## src/rtl/ps2_host_tx_pkg.sv

```systemverilog
`default_nettype none
// +----------------------------------------------------------------------------+
// | ps2_host_tx_pkg                                                            |
// | Shared constants, state encoding and parity helper for the PS/2 host TX.   |
// | Revision: 1.0                                                              |
// +----------------------------------------------------------------------------+
package ps2_host_tx_pkg;

    localparam logic [7:0] CMD_SET_LEDS = 8'hED;
    localparam logic [7:0] CMD_ENABLE   = 8'hF4;
    localparam logic [7:0] CMD_RESET    = 8'hFF;

    localparam int DEF_INHIBIT_CYCLES = 5000;
    localparam int DEF_TIMEOUT_CYCLES = 1_000_000;

    typedef enum logic [2:0] {
        IDLE      = 3'd0,
        INHIBIT   = 3'd1,
        REQ       = 3'd2,
        SEND      = 3'd3,
        WAIT_IDLE = 3'd4
    } state_t;

    function automatic logic odd_parity(input logic [7:0] d);
        return ~^d;
    endfunction

endpackage
`default_nettype wire

```

## src/rtl/ps2_host_tx_if.sv

```systemverilog
`default_nettype none
// +----------------------------------------------------------------------------+
// | ps2_host_tx_if                                                             |
// | Command handshake and status bundle between a requester and ps2_host_tx.   |
// | Revision: 1.0                                                              |
// +----------------------------------------------------------------------------+
interface ps2_host_tx_if;
    logic [7:0] tx_data;
    logic       tx_valid;
    logic       tx_ready;
    logic       busy;
    logic       done;
    logic       error;

    modport master (output tx_data, tx_valid, input tx_ready, busy, done, error);
    modport slave  (input tx_data, tx_valid, output tx_ready, busy, done, error);
endinterface
`default_nettype wire

```

## src/rtl/ps2_line_sync.sv

```systemverilog
`default_nettype none
// +----------------------------------------------------------------------------+
// | ps2_line_sync                                                              |
// | Two-flop synchronizer for PS/2 clock and data with clock falling-edge out. |
// | Revision: 1.0                                                              |
// +----------------------------------------------------------------------------+
module ps2_line_sync (
    input  wire logic clk,
    input  wire logic reset,
    input  wire logic ps2_clk_in,
    input  wire logic ps2_data_in,
    output logic      clk_sync,
    output logic      data_sync,
    output logic      clk_fall
);

    logic r_clk_meta, r_clk_sync, r_clk_prev;
    logic r_data_meta, r_data_sync;

    // Lines idle high, so reset to 1 to avoid a phantom edge on release
    always_ff @(posedge clk or posedge reset) begin
        if (reset) begin
            r_clk_meta  <= 1'b1;
            r_clk_sync  <= 1'b1;
            r_clk_prev  <= 1'b1;
            r_data_meta <= 1'b1;
            r_data_sync <= 1'b1;
        end else begin
            r_clk_meta  <= ps2_clk_in;
            r_clk_sync  <= r_clk_meta;
            r_clk_prev  <= r_clk_sync;
            r_data_meta <= ps2_data_in;
            r_data_sync <= r_data_meta;
        end
    end

    assign clk_sync  = r_clk_sync;
    assign data_sync = r_data_sync;
    assign clk_fall  = r_clk_prev & ~r_clk_sync;

endmodule
`default_nettype wire

```

## src/rtl/ps2_host_tx.sv

```systemverilog
`default_nettype none
// +----------------------------------------------------------------------------+
// | ps2_host_tx                                                                |
// | PS/2 host-to-device command transmitter (request-to-send, open-drain oe). |
// | Optional transfer watchdog: define PS2_TX_TIMEOUT_EN.                      |
// | Revision: 1.0                                                              |
// +----------------------------------------------------------------------------+
module ps2_host_tx
    import ps2_host_tx_pkg::*;
#(
    parameter int CLK_HZ         = 50_000_000,
    parameter int INHIBIT_CYCLES = CLK_HZ / 10_000,
    parameter int TIMEOUT_CYCLES = CLK_HZ / 50
) (
    input  wire logic     clk,
    input  wire logic     reset,
    ps2_host_tx_if.slave  tx,
    input  wire logic     ps2_clk_in,
    input  wire logic     ps2_data_in,
    output logic          ps2_clk_oe,
    output logic          ps2_data_oe
);

    // One counter serves both the inhibit interval and the watchdog: both run from accept
    localparam int c_cnt_max = (TIMEOUT_CYCLES > INHIBIT_CYCLES) ? TIMEOUT_CYCLES : INHIBIT_CYCLES;
    localparam int c_cnt_w   = $clog2(c_cnt_max + 1);
    localparam logic [c_cnt_w-1:0] c_inh_last = c_cnt_w'(INHIBIT_CYCLES - 1);
`ifdef PS2_TX_TIMEOUT_EN
    localparam logic [c_cnt_w-1:0] c_to_last  = c_cnt_w'(TIMEOUT_CYCLES - 1);
`endif

    state_t               r_state, nxt_state;
    logic [c_cnt_w-1:0]   r_cnt, nxt_cnt;
    logic [3:0]           r_bitcnt, nxt_bitcnt;
    logic [8:0]           r_shift, nxt_shift;
    logic                 r_data_oe, nxt_data_oe;
    logic                 r_done, nxt_done;
    logic                 r_error, nxt_error;
    logic                 w_clk_sync, w_data_sync, w_clk_fall;

    ps2_line_sync u_sync (
        .clk         (clk),
        .reset       (reset),
        .ps2_clk_in  (ps2_clk_in),
        .ps2_data_in (ps2_data_in),
        .clk_sync    (w_clk_sync),
        .data_sync   (w_data_sync),
        .clk_fall    (w_clk_fall)
    );

    always_ff @(posedge clk or posedge reset) begin
        if (reset) begin
            r_state   <= IDLE;
            r_cnt     <= '0;
            r_bitcnt  <= '0;
            r_shift   <= '0;
            r_data_oe <= 1'b0;
            r_done    <= 1'b0;
            r_error   <= 1'b0;
        end else begin
            r_state   <= nxt_state;
            r_cnt     <= nxt_cnt;
            r_bitcnt  <= nxt_bitcnt;
            r_shift   <= nxt_shift;
            r_data_oe <= nxt_data_oe;
            r_done    <= nxt_done;
            r_error   <= nxt_error;
        end
    end

    always_comb begin
        nxt_state   = r_state;
        nxt_cnt     = r_cnt;
        nxt_bitcnt  = r_bitcnt;
        nxt_shift   = r_shift;
        nxt_data_oe = r_data_oe;
        nxt_done    = 1'b0;
        nxt_error   = 1'b0;
        if (r_state != IDLE) begin
            nxt_cnt = r_cnt + 1'b1;
        end
        case (r_state)
            IDLE: begin
                if (tx.tx_valid) begin
                    nxt_state   = INHIBIT;
                    nxt_cnt     = '0;
                    nxt_bitcnt  = '0;
                    nxt_shift   = {odd_parity(tx.tx_data), tx.tx_data};
                    nxt_data_oe = 1'b0;
                end
            end
            INHIBIT: begin
                if (r_cnt == c_inh_last) begin
                    nxt_state   = REQ;
                    nxt_data_oe = 1'b1;
                end
            end
            // An edge landing on the REQ->SEND step is the first SEND edge
            REQ, SEND: begin
                nxt_state = SEND;
                if (w_clk_fall) begin
                    nxt_bitcnt = r_bitcnt + 4'd1;
                    if (r_bitcnt < 4'd9) begin
                        nxt_data_oe = ~r_shift[0];
                        nxt_shift   = {1'b1, r_shift[8:1]};
                    end else if (r_bitcnt == 4'd9) begin
                        nxt_data_oe = 1'b0;
                    end else begin
                        nxt_bitcnt = '0;
                        if (!w_data_sync) begin
                            nxt_state = WAIT_IDLE;
                        end else begin
                            nxt_state = IDLE;
                            nxt_error = 1'b1;
                        end
                    end
                end
            end
            WAIT_IDLE: begin
                if (w_clk_sync && w_data_sync) begin
                    nxt_state = IDLE;
                    nxt_done  = 1'b1;
                end
            end
            default: nxt_state = IDLE;
        endcase
`ifdef PS2_TX_TIMEOUT_EN
        // Watchdog overrides whatever the same-cycle edge decided
        if (((r_state == SEND) || (r_state == WAIT_IDLE)) && (r_cnt == c_to_last)) begin
            nxt_state   = IDLE;
            nxt_data_oe = 1'b0;
            nxt_bitcnt  = '0;
            nxt_done    = 1'b0;
            nxt_error   = 1'b1;
        end
`endif
    end

    assign tx.tx_ready = (r_state == IDLE);
    assign tx.busy     = (r_state != IDLE);
    assign tx.done     = r_done;
    assign tx.error    = r_error;
    assign ps2_clk_oe  = (r_state == INHIBIT) || (r_state == REQ);
    assign ps2_data_oe = r_data_oe;

endmodule
`default_nettype wire
```

## src/flat_wrapper.sv

```systemverilog
// flat-port wrapper written by rule: the top's interface ports become plain ports
module ps2_host_tx_flat import ps2_host_tx_pkg::*;
#(
    parameter int CLK_HZ         = 50_000_000,
    parameter int INHIBIT_CYCLES = CLK_HZ / 10_000,
    parameter int TIMEOUT_CYCLES = CLK_HZ / 50
)
  (clk, reset, ps2_clk_in, ps2_data_in, ps2_clk_oe, ps2_data_oe, tx_tx_data, tx_tx_valid, tx_tx_ready, tx_busy, tx_done, tx_error);
  ps2_host_tx_if tx_i ();
  input  wire logic clk;
  input  wire logic reset;
  input  wire logic ps2_clk_in;
  input  wire logic ps2_data_in;
  output logic ps2_clk_oe;
  output logic ps2_data_oe;
  input wire logic [$bits(tx_i.tx_data)-1:0] tx_tx_data;
  input wire logic [$bits(tx_i.tx_valid)-1:0] tx_tx_valid;
  output wire logic [$bits(tx_i.tx_ready)-1:0] tx_tx_ready;
  output wire logic [$bits(tx_i.busy)-1:0] tx_busy;
  output wire logic [$bits(tx_i.done)-1:0] tx_done;
  output wire logic [$bits(tx_i.error)-1:0] tx_error;
  assign tx_i.tx_data = tx_tx_data;
  assign tx_i.tx_valid = tx_tx_valid;
  assign tx_tx_ready = tx_i.tx_ready;
  assign tx_busy = tx_i.busy;
  assign tx_done = tx_i.done;
  assign tx_error = tx_i.error;
  ps2_host_tx #(.CLK_HZ(CLK_HZ), .INHIBIT_CYCLES(INHIBIT_CYCLES), .TIMEOUT_CYCLES(TIMEOUT_CYCLES)) u_core (.clk(clk), .reset(reset), .tx(tx_i), .ps2_clk_in(ps2_clk_in), .ps2_data_in(ps2_data_in), .ps2_clk_oe(ps2_clk_oe), .ps2_data_oe(ps2_data_oe));
endmodule
```

## config.mk

```make
export PLATFORM = sky130hd
export DESIGN_NAME = ps2_host_tx_flat
export DESIGN_NICKNAME = d
export VERILOG_FILES = /design/src/rtl/ps2_host_tx_pkg.sv /design/src/rtl/ps2_host_tx_if.sv /design/src/rtl/ps2_line_sync.sv /design/src/rtl/ps2_host_tx.sv /design/src/flat_wrapper.sv
export SDC_FILE = /design/constraint.sdc
export NUM_CORES = 1
export LEC_CHECK = 0
export BUFFER_PORTS_ARGS = -buffer_cell sky130_fd_sc_hd__buf_2
export CAP_MARGIN = 25
export CORE_MARGIN = 4
export CORE_UTILIZATION = 45
export CTS_CLUSTER_SIZE = 40
export DETAILED_ROUTE_END_ITERATION = 12
export PLACE_DENSITY = 0.65
export SETUP_SLACK_MARGIN = 0.1
export SLEW_MARGIN = 5
export SYNTH_ARGS = -nofsm -noshare
export SYNTH_HDL_FRONTEND = slang
export SYNTH_HIERARCHICAL = 1
export SYNTH_SLANG_ARGS = --single-unit
```

## constraint.sdc

```tcl
create_clock -name clk -period 2.2 [get_ports clk]
set_clock_uncertainty 0.15 [all_clocks]
set_input_delay 0.44 -clock clk [delete_from_list [all_inputs] [get_ports clk]]
set_output_delay 0.44 -clock clk [all_outputs]
set_load 0.005 [all_outputs]
```

==> run summary, run 1 <==
share of cells above drive strength 1: 26.36%
Hold Path Class: in2async
root buf cell: clkbuf_8
Placement Cell Area: 2491 um^2
Yosys reg bits: 44
die area: 6390 um^2
vias in the first global route: 1635
Via density: 5.085
Yosys warning count: 6
Core Area: 4880 um^2
Global Route Usage Sum: 14.99%
worst setup path category: reg2out
most common cell after layout, fill and taps aside: dfrtp_1
Hold WS: 0.08999 ns
Slew Limit Fails: 0
Vias: 1556
final setup TNS: 0 ns
Fillers: 451
# Max-Cap Violations: 0
required time of the critical path: 1.61 ns
final hold violations: 0
insertion delay to the later sink of the worst-skew pair: 0.30 ns
RSZ-0062 raised after global routing: false
setup bufs post-CTS: 0
Unique masters post-synth: 47
clock-pin slew on the worst setup and hold paths: 0.07 ns
Die X: 79.94 um
synthesized netlist cell count: 215
# rows: 25
global route overflow: 0
sequential fraction of the synthesis area: 47.56%
TritonCTS clock tree: done
Peak VDD IR: 689.3 uV
most frequent cells in the layout: dfrtp_1, nand2_1, buf_2, mux2_2, mux2i_1
crit path time final: 1.984 ns
maximum root-to-sink buffer count: 2
GP Congestion: 0.7488
Total Routed Length: 4.074 mm
H-tree levels: 2
PwrDens: 1171 nW/um^2
highest clock rate: 504.1 MHz
final instance area: 2626 um^2
Main synth FF type: dfrtp_1
status: finished, final reports clean
Initial DRT Pass Iterations: 4
Worst slew margin: 66.97%
cts repair resizes: 0
CTS Hold Buffers Added: 0
Antenna Cells: 0
largest net degree at the start of global routing: 40
leakage: 1.199 nW
initial antenna violation count: 0
syn nets: 233
top-level port count: 19
post-route ant nets: 0
Non-Filler Instances: 306
Iteration-0 DRC Markers: 85
critical path fanouts, max: 10
Placed Cells: 298
Initial Util: 47.72%
Data arrival, critical path: 1.39 ns
Critical Path End Type: output port
Num CTS Buffers: 5
Avg Inst Size Synth: 10.83 um^2
Worst Max-Slew Pin Slew: 0.4914 ns
HPWL after DPL: 2.969 mm
Total Nets Final: 256
# DRC: 0
Synth async-reset ratio: 100.0%
area grow syn2layout: 12.79%
final number of setup-violating endpoints: 0
Post-synth EDFFs: 0
period utilization: 90.16%
first-pass GRT wire length: 7.514 mm
Mapped Area: 2328 um^2
clock sinks: 44
Wirelength per Cell: 13.31 um
Port-buffer cells: 18
Die Y: 79.94 um
CP startpoint kind: flip-flop
-- area by class of cell --
type                            instances  area [um^2]  area share, %
Multi-Input combinational cell        156         1146          43.64
Sequential cell                        44         1110          42.26
Timing Repair Buffer                   22        120.1          4.574
Tap cell                               67        83.83          3.192
Clock buffer                            6        72.57          2.763
Clock inverter                          2        60.06          2.287
Inverter                                9        33.78          1.286
-- worst paths after layout --
| kind | startpoint | end | slack, ns | cells past startpoint |
|---|---|---|---|---|
| max reg2reg | u_core/r_cnt[0]$_DFF_PP0_ | u_core/r_state[0]$_DFFE_PP0P_ | 0.36 | 5 |
| min | reset | u_core/u_sync/r_clk_meta$_DFF_PP1_ | 0.09 | 2 |
| min in group clk | ps2_clk_in | u_core/u_sync/r_clk_meta$_DFF_PP1_ | 0.09 | 1 |
| max | u_core/r_state[1]$_DFFE_PP0P_ | tx_tx_ready | 0.22 | 3 |
| max in group asynchronous | reset | u_core/r_state[2]$_DFFE_PP0P_ | 1.43 | 3 |
| min reg2reg | u_core/u_sync/r_data_meta$_DFF_PP1_ | u_core/u_sync/data_sync$_DFF_PP1_ | 0.21 | 0 |
-- cells in the mapped netlist (3+ instances only) --
cell type	count	area, um^2
ha_1	5	62.56
mux2i_1	13	130.1
xor2_1	4	35.03
dfrtp_1	39	975.9
o21ai_0	7	35.03
nand4_1	4	25.02
dfstp_2	5	131.4
xnor2_1	8	70.07
nor3_1	4	20.02
inv_1	8	30.03
mux2_2	15	168.9
nand2_1	32	120.1
a21oi_1	4	20.02
nand2b_1	3	18.77
buf_2	3	15.01
nor2_1	9	33.78
nand3b_1	3	22.52
and3_1	6	37.54
nand3_1	6	30.03
a211oi_1	3	22.52
-- logic make-up after synthesis --
group                      count (synthesis)  share of synthesized area, %
xor gates and xnor gates                  12                         4.514
DFF                                       44                         47.56
muxes                                     28                         12.84
AOI/OAI and AO/OA                         25                         7.523
buffers and inverters                     15                         3.224
and+or+nand+nor                           86                         21.65
adders and majority gates                  5                         2.687
-- critical path, cell delays in order (launching register included) --
cell	delay, ns
dfrtp_1	0.50
or3_4	0.40
inv_2	0.09
buf_2	0.11
-- where the power goes --
| group | internal (mW) | switching (mW) | leakage [nW] |
|---|---|---|---|
| clock network | 0.454 | 0.265 | 0.0654 |
| registers | 1.08 | 0.301 | 0.544 |
| logic | 0.502 | 0.468 | 0.589 |
-- routing by layer --
layer  track usage [%]  wire length (um)  vias to the layer above
met5                 0                 0                        -
met4             4.730                53                        0
met3             4.515               104                        5
met2             24.83              1972                       12
met1             18.64              1943                      740
li1                  -                 -                      799
-- sequential cells by signal, indices dropped and copies added (netlist names) --
register                   cells
u_core/u_sync/data_sync        1
u_core/u_sync/r_clk_meta       1
u_core/r_shift                 9
u_core/ps2_data_oe             1
u_core/u_sync/r_clk_prev       1
u_core/u_sync/r_data_meta      1
u_core/tx.done                 1
u_core/tx.error                1
u_core/r_cnt                  20
u_core/u_sync/clk_sync         1
u_core/r_bitcnt                4
u_core/r_state                 3
-- per-stage QoR --
stage / utilization (%) / total power, mW / worst slack (ns)
after floorplan: - / 2.140 / 0.4652
after CTS: 53.77 / 3.115 / 0.1468
after global placement: 51.05 / 2.346 / 0.3407
after global routing: 53.82 / 3.352 / 0.1062
final: 53.82 / 3.075 / 0.2164
after detailed placement: 51.05 / 2.378 / 0.2887
Note: power is estimated with default switching activity, not from simulation.
==> run 2, diff against run 1 <==
--- a/config.mk
+++ b/config.mk
@@ -11,7 +11,8 @@
 export CORE_UTILIZATION = 45
 export CTS_CLUSTER_SIZE = 40
 export DETAILED_ROUTE_END_ITERATION = 12
-export PLACE_DENSITY = 0.65
+export PLACE_DENSITY = 0.63
+export RECOVER_POWER = 50
 export SETUP_SLACK_MARGIN = 0.1
 export SLEW_MARGIN = 5
 export SYNTH_ARGS = -nofsm -noshare
==> run summary, run 2 (synthesized netlist as in run 1, its figures left out) <==
Initial DRT Pass Iterations: 4 (unchanged)
post-layout power: 2.883 mW (was 3.075 mW)
gr busiest metal: met2 (unchanged)
CP startpoint kind: flip-flop (unchanged)
first-pass GRT wire length: 7.051 mm (was 7.514 mm)
H-tree levels: 2 (unchanged)
share of cells above drive strength 1: 25.94% (was 26.36%)
cell chain of the critical path: or3_4, inv_2, buf_2 (unchanged)
global route overflow: 0 (unchanged)
Crit path largest cell delay: 0.52 ns (was 0.50 ns)
RSZ-0062 raised after global routing: false (unchanged)
worst setup margin: 0.1977 ns (was 0.2164 ns)
critical path depth: 3 (unchanged)
most frequent cells in the layout: dfrtp_1, nand2_1, buf_2, mux2_2, mux2i_1 (unchanged)
insertion delay to the later sink of the worst-skew pair: 0.29 ns (was 0.30 ns)
Placement Cell Area: 2491 um^2 (unchanged)
initial antenna violation count: 0 (unchanged)
final number of setup-violating endpoints: 0 (unchanged)
# rows: 25 (unchanged)
TritonCTS clock tree: done (unchanged)
max reg flops: 20 (unchanged)
clock sinks: 44 (unchanged)
Iteration-0 DRC Markers: 89 (was 85)
final instance area: 2587 um^2 (was 2626 um^2)
vias in the first global route: 1590 (was 1635)
required time of the critical path: 1.61 ns (about the same)
most common cell after layout, fill and taps aside: dfrtp_1 (unchanged)
cts repair resizes: 0 (unchanged)
largest net degree at the start of global routing: 40 (unchanged)
highest clock rate: 499.4 MHz (was 504.1 MHz)
Data arrival, critical path: 1.41 ns (was 1.39 ns)
Vias: 1567 (was 1556)
Num CTS Buffers: 5 (unchanged)
leakage: 1.178 nW (was 1.199 nW)
Wirelength per Cell: 13.37 um (was 13.31 um)
crit path time final: 2.002 ns (was 1.984 ns)
GR Layer Usage met3: 3.386% (was 4.515%)
Initial Util: 47.72% (unchanged)
Core Area: 4880 um^2 (unchanged)
worst setup path category: reg2out (unchanged)
Antenna Cells: 0 (unchanged)
Crit path buffers/inverters: 2 (unchanged)
critical path fanouts, max: 8 (was 10)
Fillers: 460 (was 451)
# Max-Cap Violations: 0 (unchanged)
met2 Use GR: 23.59% (was 24.83%)
met1 usage in global routing: 17.82% (was 18.64%)
Total Nets Final: 256 (unchanged)
die area: 6390 um^2 (unchanged)
PwrDens: 1114 nW/um^2 (was 1171 nW/um^2)
Hold Path Class: in2async (unchanged)
top-level port count: 19 (unchanged)
Via density: 5.121 (was 5.085)
GP Congestion: 0.7434 (was 0.7488)
post-route ant nets: 0 (unchanged)
area grow syn2layout: 11.12% (was 12.79%)
Port-buffer cells: 18 (unchanged)
period utilization: 91.01% (was 90.16%)
root buf cell: clkbuf_8 (unchanged)
# DRC: 0 (unchanged)
Worst Max-Slew Pin Slew: 0.9769 ns (was 0.4914 ns)
fin util: 53.03% (was 53.82%)
Die Y: 79.94 um (unchanged)
Slew Limit Fails: 0 (unchanged)
largest registers: u_core/r_cnt x20, u_core/r_shift x9, u_core/r_bitcnt x4 (unchanged)
clock-pin slew on the worst setup and hold paths: 0.08 ns (was 0.07 ns)
status: finished, final reports clean (unchanged)
path depth of the worst reg2reg path: 5 (unchanged)
Global Route Usage Sum: 13.96% (was 14.99%)
Critical Path End Type: output port (unchanged)
maximum root-to-sink buffer count: 2 (unchanged)
setup bufs post-CTS: 0 (unchanged)
final hold violations: 0 (unchanged)
Post-Place Setup Slack: 0.2853 ns (was 0.2887 ns)
Largest Register: u_core/r_cnt (unchanged)
Peak VDD IR: 599.1 uV (was 689.3 uV)
Die X: 79.94 um (unchanged)
Total Routed Length: 4.090 mm (was 4.074 mm)
final setup TNS: 0 ns (unchanged)
CP top delay family: flip-flops (unchanged)
slowest CP cell: dfrtp_1 (unchanged)
Worst slew margin: 34.87% (was 66.97%)
CTS Hold Buffers Added: 0 (unchanged)
HPWL after DPL: 2.963 mm (was 2.969 mm)
## run 2: changes by cell type in the layout (fill, tap and decap cells not counted)
| cell | previous run | this run |
|---|---|---|
| buf_4 | 4 | 3 |
| bufinv_16 | 2 | 0 |
| clkbuf_1 | 1 | 0 |
| clkbuf_2 | 0 | 1 |
| clkbuf_8 | 5 | 6 |
| clkinvlp_4 | 0 | 2 |
| dfrtp_1 | 37 | 38 |
| dfrtp_2 | 2 | 1 |
| dfstp_1 | 0 | 1 |
| dfstp_2 | 5 | 4 |
## run 2: path summary, 6_finish.rpt
| kind | startpoint | endpoint | slack [ns] |
|---|---|---|---|
| worst min-delay path | reset | u_core/u_sync/r_data_meta$_DFF_PP1_ | 0.08 |
| worst max register to register | u_core/r_cnt[0]$_DFF_PP0_ | u_core/r_state[1]$_DFFE_PP0P_ | 0.29 |
| worst max-delay path | u_core/r_state[1]$_DFFE_PP0P_ | tx_tx_ready | 0.20 |
| min in group clk | ps2_clk_in | u_core/u_sync/r_clk_meta$_DFF_PP1_ | 0.09 |
| max in group asynchronous | reset | u_core/r_state[0]$_DFFE_PP0P_ | 0.95 |
| worst min register to register | u_core/u_sync/r_data_meta$_DFF_PP1_ | u_core/u_sync/data_sync$_DFF_PP1_ | 0.21 |
## run 2: layout make-up
| type | count | area [um^2] | area share (%) |
|---|---|---|---|
| Multi-Input combinational cell | 156 | 1146 | 44.29 |
| Sequential cell | 44 | 1109 | 42.84 |
| Timing Repair Buffer | 22 | 117.6 | 4.545 |
| Tap cell | 67 | 83.83 | 3.240 |
| Clock buffer | 6 | 82.58 | 3.191 |
| Inverter | 9 | 33.78 | 1.306 |
| Clock inverter | 2 | 15.01 | 0.5803 |
## run 2: routing by layer
layer | wire, um | share of wire [%]
met4 | 24 | 0.59
met3 | 107 | 2.6
met1 | 1979 | 48
met2 | 1978 | 48
met5 | 0 | 0
## run 2: stage by stage
stage,hold slack (ns),cells
floorplan,0.1952,215
global placement,0.1957,298
detailed placement,0.1998,298
CTS,0.07223,306
global route,0.06799,306
finish,0.08350,306
## run 2: power breakdown
part / switching (mW) / internal, mW / total [mW]
combinational: 0.469 / 0.501 / 0.970
clock: 0.276 / 0.254 / 0.530
sequential: 0.299 / 1.08 / 1.38
total: 1.04 / 1.84 / 2.88
==> run 3, diff against run 2 <==
--- a/config.mk
+++ b/config.mk
@@ -6,7 +6,6 @@
 export NUM_CORES = 1
 export LEC_CHECK = 0
 export BUFFER_PORTS_ARGS = -buffer_cell sky130_fd_sc_hd__buf_2
-export CAP_MARGIN = 25
 export CORE_MARGIN = 4
 export CORE_UTILIZATION = 45
 export CTS_CLUSTER_SIZE = 40
@@ -17,5 +16,4 @@
 export SLEW_MARGIN = 5
 export SYNTH_ARGS = -nofsm -noshare
 export SYNTH_HDL_FRONTEND = slang
-export SYNTH_HIERARCHICAL = 1
 export SYNTH_SLANG_ARGS = --single-unit
==> run summary, run 3 <==
H-tree levels: 2 (unchanged)
max reg flops: 20 (unchanged)
PwrDens: 1199 nW/um^2 (was 1114 nW/um^2)
GP Congestion: 0.7991 (was 0.7434)
clock sinks: 44 (unchanged)
most common cell after layout, fill and taps aside: nand2_1 (was dfrtp_1)
Synth top cells by count: nand2_1, dfrtp_1, mux2i_1, nand3_1, nor2_1 (was dfrtp_1, nand2_1, mux2_2)
# DRC: 0 (unchanged)
Mapped Area: 2270 um^2 (was 2328 um^2)
Total Routed Length: 4.322 mm (was 4.090 mm)
# Max-Cap Violations: 0 (unchanged)
maximum root-to-sink buffer count: 2 (unchanged)
Fillers: 483 (was 460)
worst setup margin: 0.1748 ns (was 0.1977 ns)
leakage: 1.219 nW (was 1.178 nW)
global route overflow: 0 (unchanged)
Post-Place Setup Slack: 0.08333 ns (was 0.2853 ns)
initial antenna violation count: 0 (unchanged)
top cell type's share of synthesized area: 43.00% (was 41.91%)
Yosys reg bits: 44 (unchanged)
syn nets: 249 (was 233)
sequential fraction of the synthesis area: 48.79% (was 47.56%)
insertion delay to the later sink of the worst-skew pair: 0.29 ns (about the same)
Antenna Cells: 0 (unchanged)
final setup TNS: 0 ns (unchanged)
Avg Inst Size Synth: 9.825 um^2 (was 10.83 um^2)
Critical Path End Type: output port (unchanged)
crit path time final: 2.025 ns (was 2.002 ns)
synthesized netlist cell count: 231 (was 215)
clock-pin slew on the worst setup and hold paths: 0.08 ns (about the same)
Main synth FF type: dfrtp_1 (unchanged)
root buf cell: clkbuf_8 (unchanged)
Synth area leaders: dfrtp_1, nand2_1, dfstp_2, mux2i_1, mux2_2 (was dfrtp_1, mux2_2, dfstp_2, mux2i_1, nand2_1)
TritonCTS clock tree: done (unchanged)
Yosys warning count: 0 (was 6)
Initial Util: 47.12% (was 47.72%)
path depth of the worst reg2reg path: 5 (unchanged)
Port-buffer cells: 18 (unchanged)
CP startpoint kind: flip-flop (unchanged)
post-route ant nets: 0 (unchanged)
Largest Register: u_core.r_cnt (was u_core/r_cnt)
highest clock rate: 493.8 MHz (was 499.4 MHz)
post-layout power: 3.107 mW (was 2.883 mW)
Post-synth EDFFs: 0 (unchanged)
Wirelength per Cell: 13.14 um (was 13.37 um)
area grow syn2layout: 14.17% (was 11.12%)
HPWL after DPL: 3.229 mm (was 2.963 mm)
critical path fanouts, max: 6 (was 8)
WHS Path Cells: 1
Unique masters post-synth: 45 (was 47)
Initial DRT Pass Iterations: 4 (unchanged)
vias in the first global route: 1694 (was 1590)
Core Area: 4817 um^2 (was 4880 um^2)
largest registers: u_core.r_cnt x20, u_core.r_shift x9, u_core.r_bitcnt x4 (was u_core/r_cnt x20, u_core/r_shift x9, u_core/r_bitcnt x4)
most numerous cell in the Yosys netlist: nand2_1 (was dfrtp_1)
most frequent cells in the layout: nand2_1, dfrtp_1, buf_2, buf_4 (was dfrtp_1, nand2_1, buf_2, mux2_2, mux2i_1)
status: finished, final reports clean (unchanged)
Slew Limit Fails: 0 (unchanged)
Synth async-reset ratio: 100.0% (unchanged)
Global Route Usage Sum: 15.19% (was 13.96%)
Iteration-0 DRC Markers: 52 (was 89)
share of cells above drive strength 1: 20.23% (was 25.94%)
Worst Max-Slew Pin Slew: 0.7173 ns (was 0.9769 ns)
Die X: 79.02 um (was 79.94 um)
Vias: 1702 (was 1567)
period utilization: 92.06% (was 91.01%)
die area: 6244 um^2 (was 6390 um^2)
first-pass GRT wire length: 7.631 mm (was 7.051 mm)
Hold Path Class: in2reg (was in2async)
Num CTS Buffers: 5 (unchanged)
top-level port count: 19 (unchanged)
required time of the critical path: 1.61 ns (about the same)
Die Y: 79.02 um (was 79.94 um)
Total Nets Final: 279 (was 256)
# rows: 25 (unchanged)
Worst slew margin: 52.18% (was 34.87%)
Via density: 5.173 (was 5.121)
leading area contributor after synthesis: dfrtp_1 (unchanged)
final number of setup-violating endpoints: 0 (unchanged)
RSZ-0062 raised after global routing: false (unchanged)
largest net degree at the start of global routing: 31 (was 40)
final hold violations: 0 (unchanged)
Peak VDD IR: 439.5 uV (was 599.1 uV)
Data arrival, critical path: 1.44 ns (was 1.41 ns)
worst setup path category: reg2out (unchanged)
==> run 3: cell types whose count changed in the layout (fill, tap and decap cells not counted), sizes merged, moves of 4 or more <==
cell   change
buf        +9
inv        -4
a31oi      +4
nand3      +5
nand2     +17
mux2       -7
==> run 3: worst max-delay path: stages, from the launching register on <==
cell	delay, ns
dfrtp_1	0.38
or3_1	0.41
inv_2	0.12
buf_4	0.13
buf_2	0.10
==> run 3: cell families after synthesis <==
group           count (synthesis)  synth area share [%]
buf+inv                        16                 3.583
simple gates                  107                 23.32
compound gates                 31                 9.261
xor+xnor                        9                 3.473
flops                          44                 48.79
mux                            19                 8.821
fa+ha+maj                       5                 2.756
==> run 3: through the flow <==
stage / instance area, um^2 / utilization, % / hold slack (ns) / instances
3_3_place_gp: 2487 / 51.64 / 0.1967 / 318
5_1_grt: 2591 / 53.79 / 0.06717 / 329
2_1_floorplan: 2287 / - / 0.1952 / 231
6_report: 2591 / 53.79 / 0.08955 / 329
3_5_place_dp: 2487 / 51.64 / 0.1978 / 318
4_1_cts: 2592 / 53.82 / 0.07341 / 327
==> run 3: report_power, final <==
part	leakage (nW)	switching [mW]	total, mW	internal (mW)
Sequential	0.548	0.252	1.34	1.09
Clock	0.0445	0.267	0.522	0.255
Combinational	0.627	0.635	1.25	0.612
Total	1.22	1.15	3.11	1.95
==> run 3: final cells by class <==
class | count | area (um^2) | share of cell area [%]
inverter | 6 | 22.52 | 0.8691
multi-input combinational | 171 | 1082 | 41.77
sequential | 44 | 1107 | 42.73
timing repair buffer | 33 | 201.4 | 7.774
clock inverter | 1 | 7.507 | 0.2897
clock buffer | 7 | 86.33 | 3.332
tap | 67 | 83.83 | 3.235
==> run 3: final timing paths <==
check | start | endpoint | slack (ns)
max reg2reg | u_core.r_state[0]$_DFFE_PP0P_ | u_core.r_shift[2]$_DFFE_PP0P_ | 0.23
min | ps2_clk_in | u_core.u_sync.r_clk_meta$_DFF_PP1_ | 0.09
min in group asynchronous | reset | u_core.r_shift[7]$_DFFE_PP0P_ | 0.50
max in group asynchronous | reset | u_core.r_cnt[6]$_DFF_PP0_ | 0.38
min reg2reg | u_core.u_sync.r_data_meta$_DFF_PP1_ | u_core.u_sync.data_sync$_DFF_PP1_ | 0.21
max | u_core.r_state[0]$_DFFE_PP0P_ | tx_tx_ready | 0.17
==> run 3: metal layers <==
| layer | vias up | GRT usage, % | wire length, um |
|---|---|---|---|
| li1 | 874 | - | - |
| met1 | 808 | 19.19 | 2047 |
| met4 | 0 | 4.983 | 51 |
| met3 | 6 | 3.515 | 93 |
| met5 | - | 0 | 0 |
| met2 | 14 | 25.67 | 2131 |
==> run 3: repair_timing <==
item	in CTS	in global routing
setup endpoints to repair	8	2
hold buffers	1	0
buffers inserted	0	2
endpoints found under the hold margin	14	0
gates resized for setup	1	0
